$ cat src/rtl/scan_pkg.sv
// Shared types and helpers for the one-hot digit scanner.
// State encoding, hex-to-7-segment table, phase rotation and one-hot check.
package scan_pkg;

   typedef enum logic [1:0] {
      ST_UNLOCKED = 2'd0,
      ST_LOCKING  = 2'd1,
      ST_LOCKED   = 2'd2
   } state_e;

   // {g,f,e,d,c,b,a}, active-high, entries 0..F
   localparam logic [6:0] HEX7_TABLE [16] = '{
      7'h3F, 7'h06, 7'h5B, 7'h4F,
      7'h66, 7'h6D, 7'h7D, 7'h07,
      7'h7F, 7'h6F, 7'h77, 7'h7C,
      7'h39, 7'h5E, 7'h79, 7'h71
   };

   function automatic logic [3:0] rotl4(input logic [3:0] v);
      return {v[2:0], v[3]};
   endfunction

   function automatic logic onehot4(input logic [3:0] v);
      return (v != 4'd0) && ((v & (v - 4'd1)) == 4'd0);
   endfunction

endpackage

$ cat src/rtl/seg7_hex_decode.sv
// Combinational hex nibble to 7-segment decoder.
// Output bit order {g,f,e,d,c,b,a}, active-high.
module seg7_hex_decode
   import scan_pkg::*;
(
   input  logic [3:0] nib,
   output logic [6:0] seg
);

   assign seg = HEX7_TABLE[nib];

endmodule

$ cat src/rtl/onehot_digit_scanner.sv
// Locks onto a left-rotating one-hot phase bus and scans a 4-digit display.
// Optional: define SCAN_ERRCNT_EN to implement the saturating err_count.
module onehot_digit_scanner
   import scan_pkg::*;
#(
   parameter int NUM_DIGITS = 4,
   parameter int LOCK_COUNT = 4
) (
   input  logic                      clk,
   input  logic                      rst,
   input  logic [NUM_DIGITS-1:0]     phase,
   input  logic [4*NUM_DIGITS-1:0]   digits,
   input  logic [NUM_DIGITS-1:0]     blank_mask,
   output logic [6:0]                seg,
   output logic [NUM_DIGITS-1:0]     dig_en,
   output logic                      locked,
   output logic                      err,
   output logic [7:0]                err_count
);

   if ((NUM_DIGITS != 4) || (LOCK_COUNT < 1) || (LOCK_COUNT > 15)) begin : g_param_err
      $error("onehot_digit_scanner: unsupported NUM_DIGITS/LOCK_COUNT");
   end

   localparam logic [3:0] LOCK_C = 4'(LOCK_COUNT);

   state_e     state_q, state_d;
   logic [3:0] prev_phase_q;
   logic [3:0] adv_cnt_q, adv_cnt_d;
   logic [6:0] seg_q, seg_d;
   logic [3:0] dig_en_q, dig_en_d;
   logic       locked_q, locked_d;
   logic       err_q, err_d;
   logic       is_onehot, valid_step;
   logic [3:0] nib_sel;
   logic [6:0] seg_dec;

   assign is_onehot  = onehot4(phase);
   assign valid_step = is_onehot && (phase == rotl4(prev_phase_q));

   always_comb begin
      state_d   = state_q;
      adv_cnt_d = adv_cnt_q;
      err_d     = 1'b0;
      unique case (state_q)
         ST_UNLOCKED: begin
            if (is_onehot) begin
               state_d   = ST_LOCKING;
               adv_cnt_d = 4'd0;
            end
         end
         ST_LOCKING: begin
            if (valid_step) begin
               adv_cnt_d = adv_cnt_q + 4'd1;
               if (adv_cnt_d == LOCK_C) state_d = ST_LOCKED;
            end else if (is_onehot) begin
               adv_cnt_d = 4'd0;
            end else begin
               state_d = ST_UNLOCKED;
            end
         end
         ST_LOCKED: begin
            if (!valid_step) begin
               err_d     = 1'b1;
               adv_cnt_d = 4'd0;
               state_d   = is_onehot ? ST_LOCKING : ST_UNLOCKED;
            end
         end
         default: begin
            state_d   = ST_UNLOCKED;
            adv_cnt_d = 4'd0;
         end
      endcase
   end

   // Phase may be illegal outside LOCKED, so no unique qualifier here
   always_comb begin
      nib_sel = 4'd0;
      case (1'b1)
         phase[0]: nib_sel = digits[3:0];
         phase[1]: nib_sel = digits[7:4];
         phase[2]: nib_sel = digits[11:8];
         phase[3]: nib_sel = digits[15:12];
         default:  nib_sel = 4'd0;
      endcase
   end

   seg7_hex_decode u_dec (
      .nib (nib_sel),
      .seg (seg_dec)
   );

   always_comb begin
      locked_d = (state_d == ST_LOCKED);
      dig_en_d = 4'd0;
      seg_d    = 7'd0;
      if (locked_d) begin
         dig_en_d = phase & ~blank_mask;
         seg_d    = (dig_en_d != 4'd0) ? seg_dec : 7'd0;
      end
   end

   always_ff @(posedge clk) begin
      if (rst) begin
         state_q      <= ST_UNLOCKED;
         prev_phase_q <= 4'd0;
         adv_cnt_q    <= 4'd0;
         seg_q        <= 7'd0;
         dig_en_q     <= 4'd0;
         locked_q     <= 1'b0;
         err_q        <= 1'b0;
      end else begin
         state_q      <= state_d;
         prev_phase_q <= phase;
         adv_cnt_q    <= adv_cnt_d;
         seg_q        <= seg_d;
         dig_en_q     <= dig_en_d;
         locked_q     <= locked_d;
         err_q        <= err_d;
      end
   end

`ifdef SCAN_ERRCNT_EN
   logic [7:0] err_count_q, err_count_d;

   always_comb begin
      err_count_d = err_count_q;
      if (err_d && (err_count_q != 8'hFF)) err_count_d = err_count_q + 8'd1;
   end

   always_ff @(posedge clk) begin
      if (rst) err_count_q <= 8'd0;
      else     err_count_q <= err_count_d;
   end

   assign err_count = err_count_q;
`else
   assign err_count = 8'h00;
`endif

   assign seg    = seg_q;
   assign dig_en = dig_en_q;
   assign locked = locked_q;
   assign err    = err_q;

endmodule

$ cat config.mk
export PLATFORM = sky130hd
export DESIGN_NAME = onehot_digit_scanner
export DESIGN_NICKNAME = d
export VERILOG_FILES = /design/src/rtl/scan_pkg.sv /design/src/rtl/seg7_hex_decode.sv /design/src/rtl/onehot_digit_scanner.sv
export SDC_FILE = /design/constraint.sdc
export NUM_CORES = 1
export LEC_CHECK = 0
export CORE_ASPECT_RATIO = 1.2
export CORE_MARGIN = 2
export CORE_UTILIZATION = 40
export DETAILED_ROUTE_END_ITERATION = 7
export GPL_ROUTABILITY_DRIVEN = 0
export PLACE_DENSITY_LB_ADDON = 0.1
export REMOVE_ABC_BUFFERS = 1
export SLEW_MARGIN = 10
export SYNTH_ARGS = -nofsm -noshare
export SYNTH_HDL_FRONTEND = slang
export SYNTH_SLANG_ARGS = --single-unit
$ cat constraint.sdc
create_clock -name clk -period 4.65 [get_ports clk]
set_input_delay 0.93 -clock clk [delete_from_list [all_inputs] [get_ports clk]]
set_output_delay 0.93 -clock clk [all_outputs]
set_load 0.005 [all_outputs]
# After elaboration in Yosys (flattened, before gate mapping)
# Memory sizes are Yosys's and may differ from the RTL's. A register that Yosys moved wholly into a read port is not among the register bits.
# Index checks and enable logic that the tools add are counted.
[word_totals]
register_bits = 16
mem_bits_rw = 0
wordCells = 47
mem_bits_ro = 112
inputBits = 26
out_inout_bits = 21
latch_bits = 0
mem_count = 1
[mem_list]
columns = ["name", "words", "word_bits", "read_ports", "rd_ports_with_merged_regs", "write_ports", "line", "source"]
rows = [
  ["(name not given)", 16, 7, 1, 1, 0, "seg7_hex_decode.sv:10", "assign seg = HEX7_TABLE[nib];"],
]
[classes]
n_addsub = 2
muxes = 16
n_eq_ne = 6
n_reduce_logical = 9
order_cmp = 0
n_bitwise = 7
shift = 0
multipliers = 0
div = 0
[op_table]
columns = ["op", "count"]
rows = [
  ["4-bit two-way mux", 7],
  ["4-bit case mux with 3 select lines", 1],
  ["2-bit two-way mux", 5],
  ["4-bit bitwise AND", 2],
  ["4-bit nonzero test", 2],
  ["2-bit case mux with 3 select lines", 1],
  ["4-bit inverter with 5-bit output", 1],
  ["4-bit by 1-bit adder with 4-bit output, second input constant", 1],
  ["2-bit == test, second input constant", 2],
  ["4-bit by 3-bit == test with 1-bit output, second input constant", 1],
  ["4-bit == test", 1],
  ["4-bit logical NOT", 1],
  ["4-bit inverter", 1],
  ["2-bit OR reduction", 2],
  ["4-bit by 1-bit subtractor with 4-bit output, second input constant", 1],
  ["1-bit inverter", 3],
  ["3-bit OR reduction", 1],
  ["2-bit by 1-bit == test with 1-bit output, second input constant", 1],
  ["1-bit logical AND", 2],
  ["2-bit logical NOT", 1],
  ["1-bit two-way mux", 2],
  ["2-bit != test, second input constant", 1],
]

# Longest topological paths before layout
[logic_depth]
ltp_word = 10
mapped_depth = 9
mapped_depth_nobuf = 8

# Modules after synthesis
# Synthesis repeated with hierarchy kept, for this count alone.
[hier_totals]
cells_unflattened = 150
area_unflattened_um2 = 1381.3
[by_module_without_submodules]
columns = ["mod", "seq_area_each_um2", "area_per_inst_um2", "n_inst", "cells_each"]
rows = [
  ["onehot_digit_scanner", 460.4, 1093.5, 1, 117],
  ["seg7_hex_decode", 0.0, 287.8, 1, 33],
]

# Worst setup path after synthesis
# No wires, ideal clock.
[synth_timing]
kind = "input-to-reg"
startpoint = "input phase[2]"
endpoint = "register seg_q[3], in the netlist seg[3]"
arrival_ns = 2.427
setup_slack_ns = 2.152
setup_ns = 0.071
path_stages = 7
required_ns = 4.579
n_path_buf = 1
cell_sequence = "buf_4 nand3b_1 a31oi_1 ha_1 a21boi_1 a211o_1 a21oi_1"
[synth_via]
elab_chain_cells = 10
[synth_rtl]
columns = ["item", "line", "source"]
rows = [
  ["start, declared", "onehot_digit_scanner.sv:11", "input logic [NUM_DIGITS-1:0] phase,"],
  ["4-bit by 1-bit subtractor with 4-bit output", "scan_pkg.sv:24", "return (v != 4'd0) && ((v & (v - 4'd1)) == 4'd0);"],
  ["4-bit bitwise AND", "scan_pkg.sv:24", ""],
  ["4-bit logical NOT", "scan_pkg.sv:24", ""],
  ["1-bit logical AND", "scan_pkg.sv:24", ""],
  ["1-bit two-way mux, or another cell as far along", "onehot_digit_scanner.sv:66", "state_d = is_onehot ? ST_LOCKING : ST_UNLOCKED;"],
  ["2-bit two-way mux, on equally long branches", "onehot_digit_scanner.sv:63, onehot_digit_scanner.sv:53", ""],
  ["2-bit case mux with 3 select lines", "onehot_digit_scanner.sv:45", "unique case (state_q)"],
  ["2-bit == test", "onehot_digit_scanner.sv:94", "locked_d = (state_d == ST_LOCKED);"],
  ["1-bit inverter (no line)", "-", ""],
  ["3-bit OR reduction (no line)", "-", ""],
  ["end, declared", "onehot_digit_scanner.sv:30", "logic [6:0] seg_q, seg_d;"],
]
# Parallel ways exist; a longest one is shown, timed or not.
# A chain may end at the register's enable or synchronous reset.

# Worst setup path after layout
# Ends and elaborated chain as after synthesis.

==> flow_summary_export.csv <==
group,metric,value,unit
global_route,grt_max_degree,15,
sta,finalHoldViolCount,0,
final_layout,diodes,0,
sta,fin_crit,3.18,ns
power,powerDensity,237,mW/mm2
sta,fin_ws,1.47,ns
sta,rsz0062_at_grt,"no",
synth,yosysSeqAreaShare,0.336,
setup_path,critPathLaunchType,"primary input",
global_route,gr-total-overflow,0,
sta,worst_pin_slew,0.634,ns
final_layout,finalNonFillerCells,227,
run_status,status,"complete, no violations",
placement,preCtsSetupSlack,1.22,ns
die,design.die.area,0.00391,mm2
clock_tree,cts_made_buffers,3,
global_route,antenna_found_initial,0,
sta,period_share,0.683,
sta,finalSetupTns,0,ns
die,die_x,57.4,um
route,via_per_inst,5.37,
die,io_pins,47,
synth,synth_edf_count,0,
synth,syn-instance-count,153,
worst_hold_path,hold_class,"reg2reg",
synth,ys_async_sr_fraction,0,
power,peakVddDrop,0.000173,V
setup_path,crit_type,"in2reg",
power,switching_power,0.121,mW
die,initial_core_util,0.414,
final_layout,drive_gt1_frac,0.0684,
clock_tree,clockBufferDepth,2,
route,detail-route-antenna-nets,0,
route,wl,3240,um
final_layout,design_area,0.00179,mm2
clock_tree,cts_tree,"done",
final_layout,final_cell_mix,"clkdlybuf4s50_1, dfxtp_1, nand2_1",
route,via_count,1220,
global_route,track_usage,0.172,
power,combPwrFrac,0.221,
synth,syn-cell-area,0.00137,mm2
final_layout,area_delta_synth_final,30.7,%
setup_path,cp.required,4.85,ns
clock_tree,clk_pin_slew,0.09,ns
final_layout,final_common_cell,"clkdlybuf4s50_1",
final_layout,n_fill_cell,314,
clock_tree,ctsHtreeMaxLevel,1,
setup_path,endpoint_kind,"flip-flop",
route,drc_errors,0,
sta,drv_slew,0,
setup_path,slowest_stage,"clkdlybuf4s50_1",
setup_path,crit_fanout,14,
setup_path,cp_cell_sequence,"clkdlybuf4s50_1 > nand3b_1 > a31oi_1 > ha_1 > a21boi_1 > a211o_1 > a21oi_1",
sta,finalSetupViolCount,0,
placement,place_area,0.00174,mm2
synth,synth.distinct_cells,48,
power,intPower,0.303,mW
clock_tree,clock_tree.root_cell,"clkbuf_8",
placement,portBuffers,38,
sta,clock_skew,0.00268,ns
flow_run,maxCapViolCount,0,
synth,yosys_warnings,0,
die,die_y,68.1,um
clock_tree,clock_latency,0.26,ns
placement,dp_hpwl,2620,um
placement,placed_cells,223,
synth,ys.flop_type,"dfxtp_1",
global_route,grt_pass1_vias,1202,
die,core_area,0.00331,mm2
power,pwr-share-seq,0.473,
route,wl_met3,90,um
route,wl_per_cell,14.3,um
synth,syn_avg_cell_area,8.95,um2
route,topRoutingLayerUsed,"met4",
route,met2_length,1890,um
power,sw_frac_of_total,0.286,
sta,relSlewSlack,0.576,
sta,timing.fmax,315,MHz
synth,yosys_register_bits,23,
clock_tree,cts_hold_buf,0,
global_route,grt_first_pass_wirelength,5270,um
power,power.leakage,0.717,nW
route,drt_iter0_drc,28,
sta,holdWs,0.507,ns
route,drt_first_pass_iters,4,
clock_tree,cts_resized,0,
route,met1_length,1230,um
setup_path,arrival,3.37,ns
clock_tree,postCtsSetupBuffers,0,
die,std_cell_rows,23,
final_layout,fin_nets,225,
clock_tree,clock_sinks,23,
setup_path,worst_path_largest_cell_delay,0.69,ns
power,pwr-share-clk,0.306,
[state kept, by name, indices dropped and copies added, names as in the netlist]
register,flops
prev_phase_q,4
state_q,2
adv_cnt_q,4
dig_en,4
err,1
seg,7
locked,1
[cells by family after synthesis]
family / after synthesis / share of synthesized area
buffers and inverters: 19 / 0.0785
multiplexers: 3 / 0.0228
other: 1 / 0.00274
adder cells (fa/ha/maj): 8 / 0.0731
AND/OR/NAND/NOR: 60 / 0.262
AO/OA/AOI/OAI: 34 / 0.193
XOR/XNOR: 5 / 0.0320
flip-flops: 23 / 0.336
[cell usage after synthesis (2+ instances only)]
cell | instances | area [um2]
ha_1 | 8 | 100
a31oi_1 | 2 | 12.5
nand3_1 | 6 | 30.0
and3_1 | 2 | 12.5
mux2i_1 | 2 | 20.0
a211o_1 | 2 | 17.5
o211ai_1 | 2 | 15.0
dfxtp_1 | 23 | 460
nand3b_1 | 2 | 15.0
o221a_1 | 2 | 22.5
nand2_1 | 13 | 48.8
a21oi_1 | 4 | 20.0
nor2b_1 | 6 | 37.5
a211oi_1 | 3 | 22.5
nor3_1 | 7 | 35.0
nor4b_2 | 2 | 30.0
a2111oi_0 | 3 | 26.3
nand2b_1 | 8 | 50.1
a311oi_1 | 2 | 17.5
buf_2 | 2 | 10.0
nor2_1 | 6 | 22.5
o21ai_0 | 2 | 10.0
inv_1 | 7 | 26.3
buf_4 | 9 | 67.6
xor2_1 | 5 | 43.8
[power groups by stage]
stage | Combinational, mW | Clock [mW] | Sequential, mW
2_1_floorplan | 0.0528 | 0 | 0.205
3_3_place_gp | 0.0908 | 0 | 0.205
3_5_place_dp | 0.0931 | 0 | 0.205
4_1_cts | 0.0935 | 0.130 | 0.201
5_1_grt | 0.103 | 0.139 | 0.201
6_report | 0.0938 | 0.130 | 0.201
[worst paths after layout]
check                           endpoint  cells after the start  slack, ns    startpoint
worst max-delay path              seg[3]                      7       1.47      phase[2]
worst min-delay path                 err                      2       0.51    state_q[1]
worst max register to register    seg[2]                      6       2.95  adv_cnt_q[0]
worst min register to register       err                      2       0.51    state_q[1]
[through the flow]
stage / util / total power [mW]
floorplan: - / 0.258
global placement: 0.526 / 0.296
detailed placement: 0.526 / 0.298
CTS: 0.541 / 0.424
global route: 0.541 / 0.443
finish: 0.541 / 0.424
[critical path: cells and delay by family]
kind / cells / cell delay, ns
compound gates: 4 / 1.11
fa+ha+maj: 1 / 0.34
buf+inv: 1 / 0.69
simple gates: 1 / 0.30
[layout make-up]
type	instances	area (um2)	share of cell area
multi-input combinational	118	828	0.463
sequential	23	460	0.257
timing repair buffer	38	380	0.212
tap	37	46.3	0.0259
clock buffer	3	41.3	0.0231
inverter	7	26.3	0.0147
clock inverter	1	7.51	0.00419
[layer usage]
metal  track usage  vias up
li1              -      610
met1         0.186      586
met2         0.332       20
met3        0.0302        4
met4        0.0581        0
met5             0        -
Note: power is estimated with default switching activity, not from simulation.
